--- config.mk ---
export PLATFORM = sky130hd
export DESIGN_NAME = serial_subtractor
export DESIGN_NICKNAME = d
export VERILOG_FILES = /design/src/rtl/serial_subtractor.sv
export SDC_FILE = /design/constraint.sdc
export NUM_CORES = 1
export LEC_CHECK = 0
export ABC_AREA = 1
export ABC_CLOCK_PERIOD_IN_PS = 1200
export BUFFER_PORTS_ARGS = -buffer_cell sky130_fd_sc_hd__buf_2
export CAP_MARGIN = 20
export CORE_ASPECT_RATIO = 0.75
export CORE_MARGIN = 3
export CORE_UTILIZATION = 49
export DETAILED_ROUTE_END_ITERATION = 7
export HOLD_SLACK_MARGIN = 0.12
export PLACE_DENSITY = 0.82
export SETUP_SLACK_MARGIN = 0.02
export SYNTH_ARGS = -nofsm -noshare
export SYNTH_HDL_FRONTEND = slang
export SYNTH_SLANG_ARGS = --single-unit
--- constraint.sdc ---
create_clock -name clk -period 1.2 [get_ports clk]
set_input_delay 0.24 -clock clk [delete_from_list [all_inputs] [get_ports clk]]
set_output_delay 0.24 -clock clk [all_outputs]
set_load 0.05 [all_outputs]
--- src/rtl/serial_subtractor.sv ---
// Bit-serial two's-complement subtractor: D = A - B - Bin, one bit per clock, LSB first.
// Optional signed-overflow output Ovf enabled by defining SERIAL_SUB_OVF_EN.
module serial_subtractor #(
  parameter int unsigned WIDTH = 8
) (
  input  logic             clk,
  input  logic             rst_n,
  input  logic             start,
  input  logic [WIDTH-1:0] A,
  input  logic [WIDTH-1:0] B,
  input  logic             Bin,
  output logic             busy,
  output logic             done,
  output logic [WIDTH-1:0] D,
  output logic             Bout
`ifdef SERIAL_SUB_OVF_EN
  ,
  output logic             Ovf
`endif
);

  localparam int unsigned CntW = (WIDTH > 2) ? $clog2(WIDTH) : 1;
  localparam logic [CntW-1:0] CntLast = CntW'(WIDTH - 1);

  typedef enum logic [1:0] {StIdle, StRun, StDone} state_e;

  state_e           state_q, state_d;
  logic [WIDTH-1:0] sa_q, sa_d;
  logic [WIDTH-1:0] sb_q, sb_d;
  logic [WIDTH-1:0] sd_q, sd_d;
  logic             borrow_q, borrow_d;
  logic [CntW-1:0]  cnt_q, cnt_d;
  logic [WIDTH-1:0] d_q, d_d;
  logic             bout_q, bout_d;
  logic             bit_d, borrow_nx;

  // Full-subtractor cell on the current LSBs
  always_comb begin
    bit_d     = sa_q[0] ^ sb_q[0] ^ borrow_q;
    borrow_nx = (~sa_q[0] & sb_q[0]) | (~(sa_q[0] ^ sb_q[0]) & borrow_q);
  end

`ifdef SERIAL_SUB_OVF_EN
  logic a_msb_q, a_msb_d;
  logic b_msb_q, b_msb_d;
  logic ovf_q, ovf_d;
`endif

  always_comb begin
    state_d  = state_q;
    sa_d     = sa_q;
    sb_d     = sb_q;
    sd_d     = sd_q;
    borrow_d = borrow_q;
    cnt_d    = cnt_q;
    d_d      = d_q;
    bout_d   = bout_q;
`ifdef SERIAL_SUB_OVF_EN
    a_msb_d  = a_msb_q;
    b_msb_d  = b_msb_q;
    ovf_d    = ovf_q;
`endif
    unique case (state_q)
      StIdle: begin
        if (start) begin
          state_d  = StRun;
          sa_d     = A;
          sb_d     = B;
          borrow_d = Bin;
          sd_d     = '0;
          cnt_d    = '0;
`ifdef SERIAL_SUB_OVF_EN
          a_msb_d  = A[WIDTH-1];
          b_msb_d  = B[WIDTH-1];
`endif
        end
      end
      StRun: begin
        sa_d     = sa_q >> 1;
        sb_d     = sb_q >> 1;
        sd_d     = {bit_d, sd_q[WIDTH-1:1]};
        borrow_d = borrow_nx;
        cnt_d    = cnt_q + CntW'(1);
        if (cnt_q == CntLast) begin
          state_d = StDone;
          d_d     = {bit_d, sd_q[WIDTH-1:1]};
          bout_d  = borrow_nx;
`ifdef SERIAL_SUB_OVF_EN
          // bit_d is the result MSB on the final bit
          ovf_d   = (a_msb_q != b_msb_q) && (bit_d != a_msb_q);
`endif
        end
      end
      StDone:  state_d = StIdle;
      default: state_d = StIdle;
    endcase
  end

  always_ff @(posedge clk or negedge rst_n) begin
    if (!rst_n) begin
      state_q  <= StIdle;
      sa_q     <= '0;
      sb_q     <= '0;
      sd_q     <= '0;
      borrow_q <= 1'b0;
      cnt_q    <= '0;
      d_q      <= '0;
      bout_q   <= 1'b0;
`ifdef SERIAL_SUB_OVF_EN
      a_msb_q  <= 1'b0;
      b_msb_q  <= 1'b0;
      ovf_q    <= 1'b0;
`endif
    end else begin
      state_q  <= state_d;
      sa_q     <= sa_d;
      sb_q     <= sb_d;
      sd_q     <= sd_d;
      borrow_q <= borrow_d;
      cnt_q    <= cnt_d;
      d_q      <= d_d;
      bout_q   <= bout_d;
`ifdef SERIAL_SUB_OVF_EN
      a_msb_q  <= a_msb_d;
      b_msb_q  <= b_msb_d;
      ovf_q    <= ovf_d;
`endif
    end
  end

  assign busy = (state_q != StIdle);
  assign done = (state_q == StDone);
  assign D    = d_q;
  assign Bout = bout_q;
`ifdef SERIAL_SUB_OVF_EN
  assign Ovf  = ovf_q;
`endif

endmodule

[After elaboration in Yosys (flattened, before gate mapping)]
Cells that the tools add are included.
Storage, ports and cells
  flip-flop bits (word level): 39
  output and inout port bits: 11
  word-level logic and storage cells: 40
  input bits: 20
Operators by class
  mux-type cells: 13
  bitwise logic cells: 7
  equal/unequal tests: 5
  reductions and logical operators: 6
  add/subtract/negate cells: 1
Operators by type and width (count)
  8-bit case mux with 2 select lines: 3
  8-bit 2-to-1 mux: 3
  3-bit case mux with 2 select lines: 1
  2-bit AND reduction: 3
  2-bit 2-to-1 mux: 2
  2-bit != test, second input constant: 2
  2-bit case mux with 2 select lines: 1
  2-bit nonzero test: 2
  3-bit by 1-bit adder with 3-bit output, second input constant: 1
  3-bit equality test, second input constant: 1
  3-bit 2-to-1 mux: 1
  1-bit bitwise AND: 2
  2-bit by 1-bit equality test with 1-bit output, second input constant: 1
  2-bit equality test, second input constant: 1
  2-bit zero test: 1
  1-bit inverter: 2
  1-bit case mux with 2 select lines: 1
  1-bit bitwise XOR: 2
  1-bit 2-to-1 mux: 1
  1-bit bitwise OR: 1

[Depth between registers and ports, before layout]
Gate-level depths: netlist (run 1).
  depth after elaboration: 5
  depth in mapped cells: 7
  gate-level depth less buffers: 6

[Worst setup path before layout (run 1)]
Ideal clock, no wire load.
  path kind: reg-to-output
  start: reg state_q[0]
  end: out done
  cell stages (with the launch flop): 4
  path slack: -0.423 ns
  data required time: 0.960 ns
  arrival: 1.383 ns
  cells stage by stage: dfrtp_1 buf_4 clkbuf_1 nor2_1
On the way
  longest elaborated chain between the ends: 1
Ends and longest elaborated chain
  start: declaration: RTL line 27  | state_e state_q, state_d;
  start signal: assignment: RTL line 101  | state_q <= StIdle;
  start signal: assignment: RTL line 115  | state_q <= state_d;
  2-bit equality test: RTL line 132  | assign done = (state_q == StDone);
  end: declaration: RTL line 13  | output logic done,
No other way between the ends.

[Worst setup path after layout (run 1)]
Same ends and word-level chain as after synthesis.

==> results_dict.tcl, run 1 <==
set metrics [dict create \
    outcome "finished with violations" \
    violations "setup timing" \
    finalHoldWorstSlack_ns 0.219 \
    worstSetupPathType "flip-flop to output port" \
    finalCritPeriodShare_pct 115 \
    crit_slowest_cell "dfrtp_2" \
    grt_pass1_vias 1507 \
    hpwlAfterDp_mm 2.44 \
    coreArea_sq_um 3380 \
    final.fill_count 217 \
    dpl.cell_count 293 \
    via_per_inst 5.23 \
    io_buffers 30 \
    tightest_slew_ns 0.231 \
    slew_headroom_pct 84.6 \
    synth_cell_types 18 \
    slowest_delay_ns 0.45 \
    track_usage_pct 21.0 \
    antenna_found_initial 0 \
    ios 31 \
    multi_input_area_sq_um 805 \
    synth_top_family_by_area "simple AND/OR/NAND/NOR gates" \
    path_clk_slew_ns 0.09 \
    finalSetupViolations 38 \
    synth_mux_area_share_pct 0 \
    antenna_cells 0 \
    max_freq_ghz 0.727 \
    placed_area_sq_um 2050 \
    max-clock-path-buffers 2 \
    finalNetCount 302 \
    start_kind "flip-flop" \
    placementRows 18 \
    drt_drc_violations_left 0 \
    maxCapViolations 0 \
    start_util_pct 52.7 \
    place.gp.congestion 0.829 \
    skew_ns 0.0159 \
    cts_tree "yes" \
    avgSynthCellArea_sq_um 7.98 \
    leakagePower_nw 1.38 \
    htreeDepth 2 \
    grt_pass1_wl_mm 6.84 \
    powerDensity_nw_per_um2 2850 \
    layout_common_cells "nand2_1, dfrtp_1, inv_1" \
    seq_area_frac_synth_pct 53.4 \
    grt_max_degree 39 \
    worst-path-buf-inv 2 \
    die_x_microns 75.6 \
    synth_xor_area_share_pct 0 \
    dieHeight_microns 58.2 \
    drive_gt1_share_pct 35.4 \
    synth_area_sq_um 1780 \
    fin_ws_ns -0.176 \
    drv_slew 0 \
    fin_cells 320 \
    hold_class "input port to flip-flop" \
    syn-num-nets 246 \
    ant_nets 0 \
    final_common_cell "nand2_1" \
    cts_buffers 5 \
    regArea_sq_um 952 \
    final-hold-violation-count 0 \
    grt-ovfl-total 0 \
    path_delay_family "flip-flops" \
    ir_drop_mv 1.58 \
    cp.required_ns 0.96 \
    synth_simple_gate_area_share_pct 25.6 \
    drt_iter0_markers 188 \
    wire_per_inst_microns 15.6 \
    numClockSinks 38 \
    vias 1673 \
    arrival_ns 1.14 \
    path_cells "buf_12, nor2_4, buf_8" \
    area.growth.synth_to_final_pct 44.4 \
    yosys_warnings 0 \
    critical_path_peak_fanout 3 \
    routed_wl_mm 5.00 \
    rsz0062_at_grt "true" \
    final_area_sq_um 2570 \
    root_buffer "clkbuf_8" \
    clock_latency_ns 0.30 \
    layout_min_cycle_time_ns 1.38 \
    r2r_slack_ns -0.17 \
    endpoint_kind "output port" \
    syn-instance-count 223 \
    firstDrtPassIters 5 \
    synth-seq-cells 38 \
    synth-adder-area-share_pct 2.53 \
    synth_compound_area_share_pct 5.84 \
    dieArea_sq_um 4400 \
]
[worst reg2reg max path: cells and delay by family (launching register included)]
family | cells | cell delay, ns
buffers and inverters | 3 | 0.45
and+or+nand+nor | 4 | 0.42
DFF | 1 | 0.42
[metal layers]
layer  up-vias  wire length (microns)  GRT usage (%)
li1        794                      -              -
met1       773                   2180           29.5
met2        88                   2340           30.6
met3        18                    365           5.55
met4         0                    117           8.73
met5         -                      0              0
[worst paths after layout]
| path | from | endpoint | cells after the start |
|---|---|---|---|
| worst max-delay path | state_q[0] | done | 3 |
| worst min-delay path | A[7] | sa_q[7] | 3 |
| worst max register to register | state_q[1] | borrow_q | 7 |
| worst min register to register | sb_q[4] | sb_q[4] | 2 |
| max in group asynchronous | rst_n | borrow_q | 3 |
| min in group asynchronous | rst_n | state_q[0] | 3 |
[through the flow]
stage          util [%]  worst slack, ns  setup TNS [ns]  total power [W]
6_report           76.0           -0.176           -3.85          0.00731
5_1_grt            76.0           -0.214           -5.29          0.00775
4_1_cts            67.6           -0.164           -1.48          0.00625
3_5_place_dp       60.7          -0.0183         -0.0183          0.00502
3_3_place_gp       60.7           0.0199               0          0.00492
2_1_floorplan         -          0.00548               0          0.00422
[synthesized netlist by cell type (all sizes together)]
library cell | instances | share of area, %
dfrtp | 38 | 53
clkbuf | 1 | 0.21
fa | 1 | 1.1
nor2 | 3 | 0.77
ha | 2 | 1.4
buf | 9 | 3.7
nand2 | 87 | 19
o21ai | 18 | 5.1
a21oi | 2 | 0.77
nand3 | 21 | 5.9
inv | 41 | 8.6
[sequential cells by signal (all words and copies together) (netlist names)]
signal / cells
Bout: 1
borrow_q: 1
D: 8
sb_q: 8
sa_q: 8
cnt_q: 3
sd_q: 7
state_q: 2
[report_power, final]
| group | internal, W | switching (W) | leakage (nW) | total [W] |
|---|---|---|---|---|
| Combinational | 0.00169 | 0.00242 | 0.858 | 0.00410 |
| Clock | 0.000462 | 0.000488 | 0.0472 | 0.000950 |
| Sequential | 0.00186 | 0.000397 | 0.475 | 0.00226 |
[logic make-up after synthesis]
group                      Yosys count
AOI/OAI and AO/OA                   20
adders and majority gates            3
buffers and inverters               51
DFF                                 38
and+or+nand+nor                    111
[area by class of cell]
cell class                      instances  area share, %
Clock buffer                            6           3.21
Multi-Input combinational cell        137           31.3
Tap cell                               40           1.95
Timing Repair Buffer                   56           19.8
Inverter                               41           6.19
Clock inverter                          2          0.487
Sequential cell                        38           37.1
[repair_timing]
| item | CTS | global route |
|---|---|---|
| pin swaps | 5 | 15 |
| endpoints found under the setup margin | 10 | 45 |
| hold buffers | 1 | 0 |
| gates resized for setup | 21 | 58 |
| setup buffers | 6 | 3 |
| endpoints found under the hold margin | 38 | 0 |
| gates cloned | 3 | 6 |
Note: power is estimated with default switching activity, not from simulation.
==> inputs of run 2 (changes only) <==
Settings changed: ABC_CLOCK_PERIOD_IN_PS 1200 to 1500, CORE_UTILIZATION 49 to 55, PLACE_DENSITY 0.82 to 0.87.
Clock period 1.2 ns to 1.5 ns, I/O delays scaled along.
==> results_dict.tcl, run 2 (synthesis results as in run 1) <==
set metrics [dict create \
    routed_wl_mm 3.45 \
    dieArea_sq_um 3960 \
    rsz0062_at_grt "true" \
    reg2reg_from "state_q[1]" \
    htreeDepth 2 \
    dieHeight_microns 55.3 \
    coreArea_sq_um 3020 \
    track_usage_pct 20.2 \
    total_power_w 0.00457 \
    vias 1427 \
    clock_latency_ns 0.29 \
    multi_input_area_sq_um 617 \
    arrival_ns 1.18 \
    placementRows 17 \
    die_x_microns 71.7 \
    hpwlAfterDp_mm 2.35 \
    ios 31 \
    via_per_inst 4.80 \
    regArea_sq_um 951 \
    path_clk_slew_ns 0.07 \
    skew_ns 0.00491 \
    hold_class "input port to flip-flop" \
    drt_drc_violations_left 0 \
    cts_tree "yes" \
    hp-start "B[7]" \
    drive_gt1_share_pct 20.1 \
    layout_common_cells "nand2_1, inv_1, dfrtp_1" \
    antenna_found_initial 0 \
    grt_max_degree 39 \
    worstSetupPathType "flip-flop to output port" \
    wire_per_inst_microns 11.6 \
    ir_drop_mv 0.985 \
    finalCritPeriodShare_pct 98.8 \
    place.gp.congestion 0.840 \
    area.growth.synth_to_final_pct 17.9 \
    tightest_slew_ns 0.456 \
    maxCapViolations 0 \
    ant_nets 0 \
    critical_path_peak_fanout 19 \
    grt_pass1_wl_mm 6.25 \
    start_kind "flip-flop" \
    final.fill_count 244 \
    drt_iter0_markers 100 \
    cp.required_ns 1.20 \
    max_freq_ghz 0.675 \
    io_buffers 30 \
    root_buffer "clkbuf_8" \
    start_util_pct 58.9 \
    grt_pass1_vias 1431 \
    final_common_cell "nand2_1" \
    leakagePower_nw 1.22 \
    finalSetupViolations 0 \
    final-hold-violation-count 0 \
    firstDrtPassIters 4 \
    layout_min_cycle_time_ns 1.48 \
    endpoint_kind "output port" \
    antenna_cells 0 \
    finalNetCount 281 \
    drv_slew 0 \
    powerDensity_nw_per_um2 2180 \
    grt-ovfl-total 0 \
    fin_cells 297 \
    critPathLaunch "state_q[0]" \
    max-clock-path-buffers 2 \
    numClockSinks 38 \
    dpl.cell_count 285 \
    slew_headroom_pct 69.6 \
    outcome "finished clean" \
    cts_buffers 5 \
]
-- run 2: cell types whose count changed in the layout (fill, tap and decap cells not counted), moves of 4 or more --
| cell | change |
|---|---|
| buf_6 | -5 |
| nand2_2 | -5 |
| clkbuf_4 | -4 |
| buf_2 | +8 |
| nand2_8 | -5 |
| nand2_1 | +9 |
| o21ai_0 | +10 |
| buf_4 | -9 |
| buf_12 | -4 |
| o21ai_2 | -7 |
-- run 2: layout make-up --
type                            instances  area share [%]
Clock inverter                          1           0.239
Clock buffer                            7            4.12
Timing Repair Buffer                   38            11.2
Multi-Input combinational cell        134            29.4
Tap cell                               38            2.27
Inverter                               41            7.46
Sequential cell                        38            45.3
-- run 2: path summary, 6_finish.rpt --
| path | cells after the start | endpoint | slack, ns |
|---|---|---|---|
| worst max-delay path | 3 | done | 0.02 |
| worst min-delay path | 3 | sb_q[7] | 0.28 |
| worst max register to register | 6 | sb_q[2] | 0.15 |
| worst min register to register | 2 | D[4] | 0.49 |
| max in group asynchronous | 3 | sd_q[3] | 0.60 |
| min in group asynchronous | 3 | D[4] | 0.58 |
-- run 2: critical path, cell delays in order, from the launching register on --
cell and delay, ns:
dfrtp_1 0.38, buf_4 0.20, nor2_2 0.14, buf_6 0.16
-- run 2: layer usage --
layer | track usage (%) | vias to the layer above | part of all wire [%]
li1 | - | 739 | -
met1 | 27.0 | 646 | 47
met2 | 30.5 | 35 | 46
met3 | 5.64 | 7 | 5.2
met4 | 9.12 | 0 | 1.6
met5 | 0 | - | 0
-- run 2: through the flow --
stage               TNS, ns  area, sq um  setup slack (ns)  utilization (%)  hold slack [ns]
finish                    0         2100            0.0184             69.4            0.283
global placement          0         1940             0.141             64.2            0.370
global route        -0.0707         2100           -0.0392             69.4            0.303
detailed placement        0         1940             0.102             64.2            0.369
floorplan                 0         1780            0.0313                -          0.00441
CTS                       0         2050           0.00403             67.9            0.271
-- run 2: repair_timing --
action	CTS	global route
resized for setup	3	4
setup endpoints to repair	2	11
hold endpoints to repair	38	0
buffers inserted	0	3
hold buffers	1	0
-- run 2: power breakdown --
group | internal (W) | leakage [nW] | switching, W
Sequential | 0.00149 | 0.475 | 0.000261
Clock | 0.000370 | 0.0482 | 0.000342
Combinational | 0.000697 | 0.692 | 0.00141
Total | 0.00256 | 1.22 | 0.00201
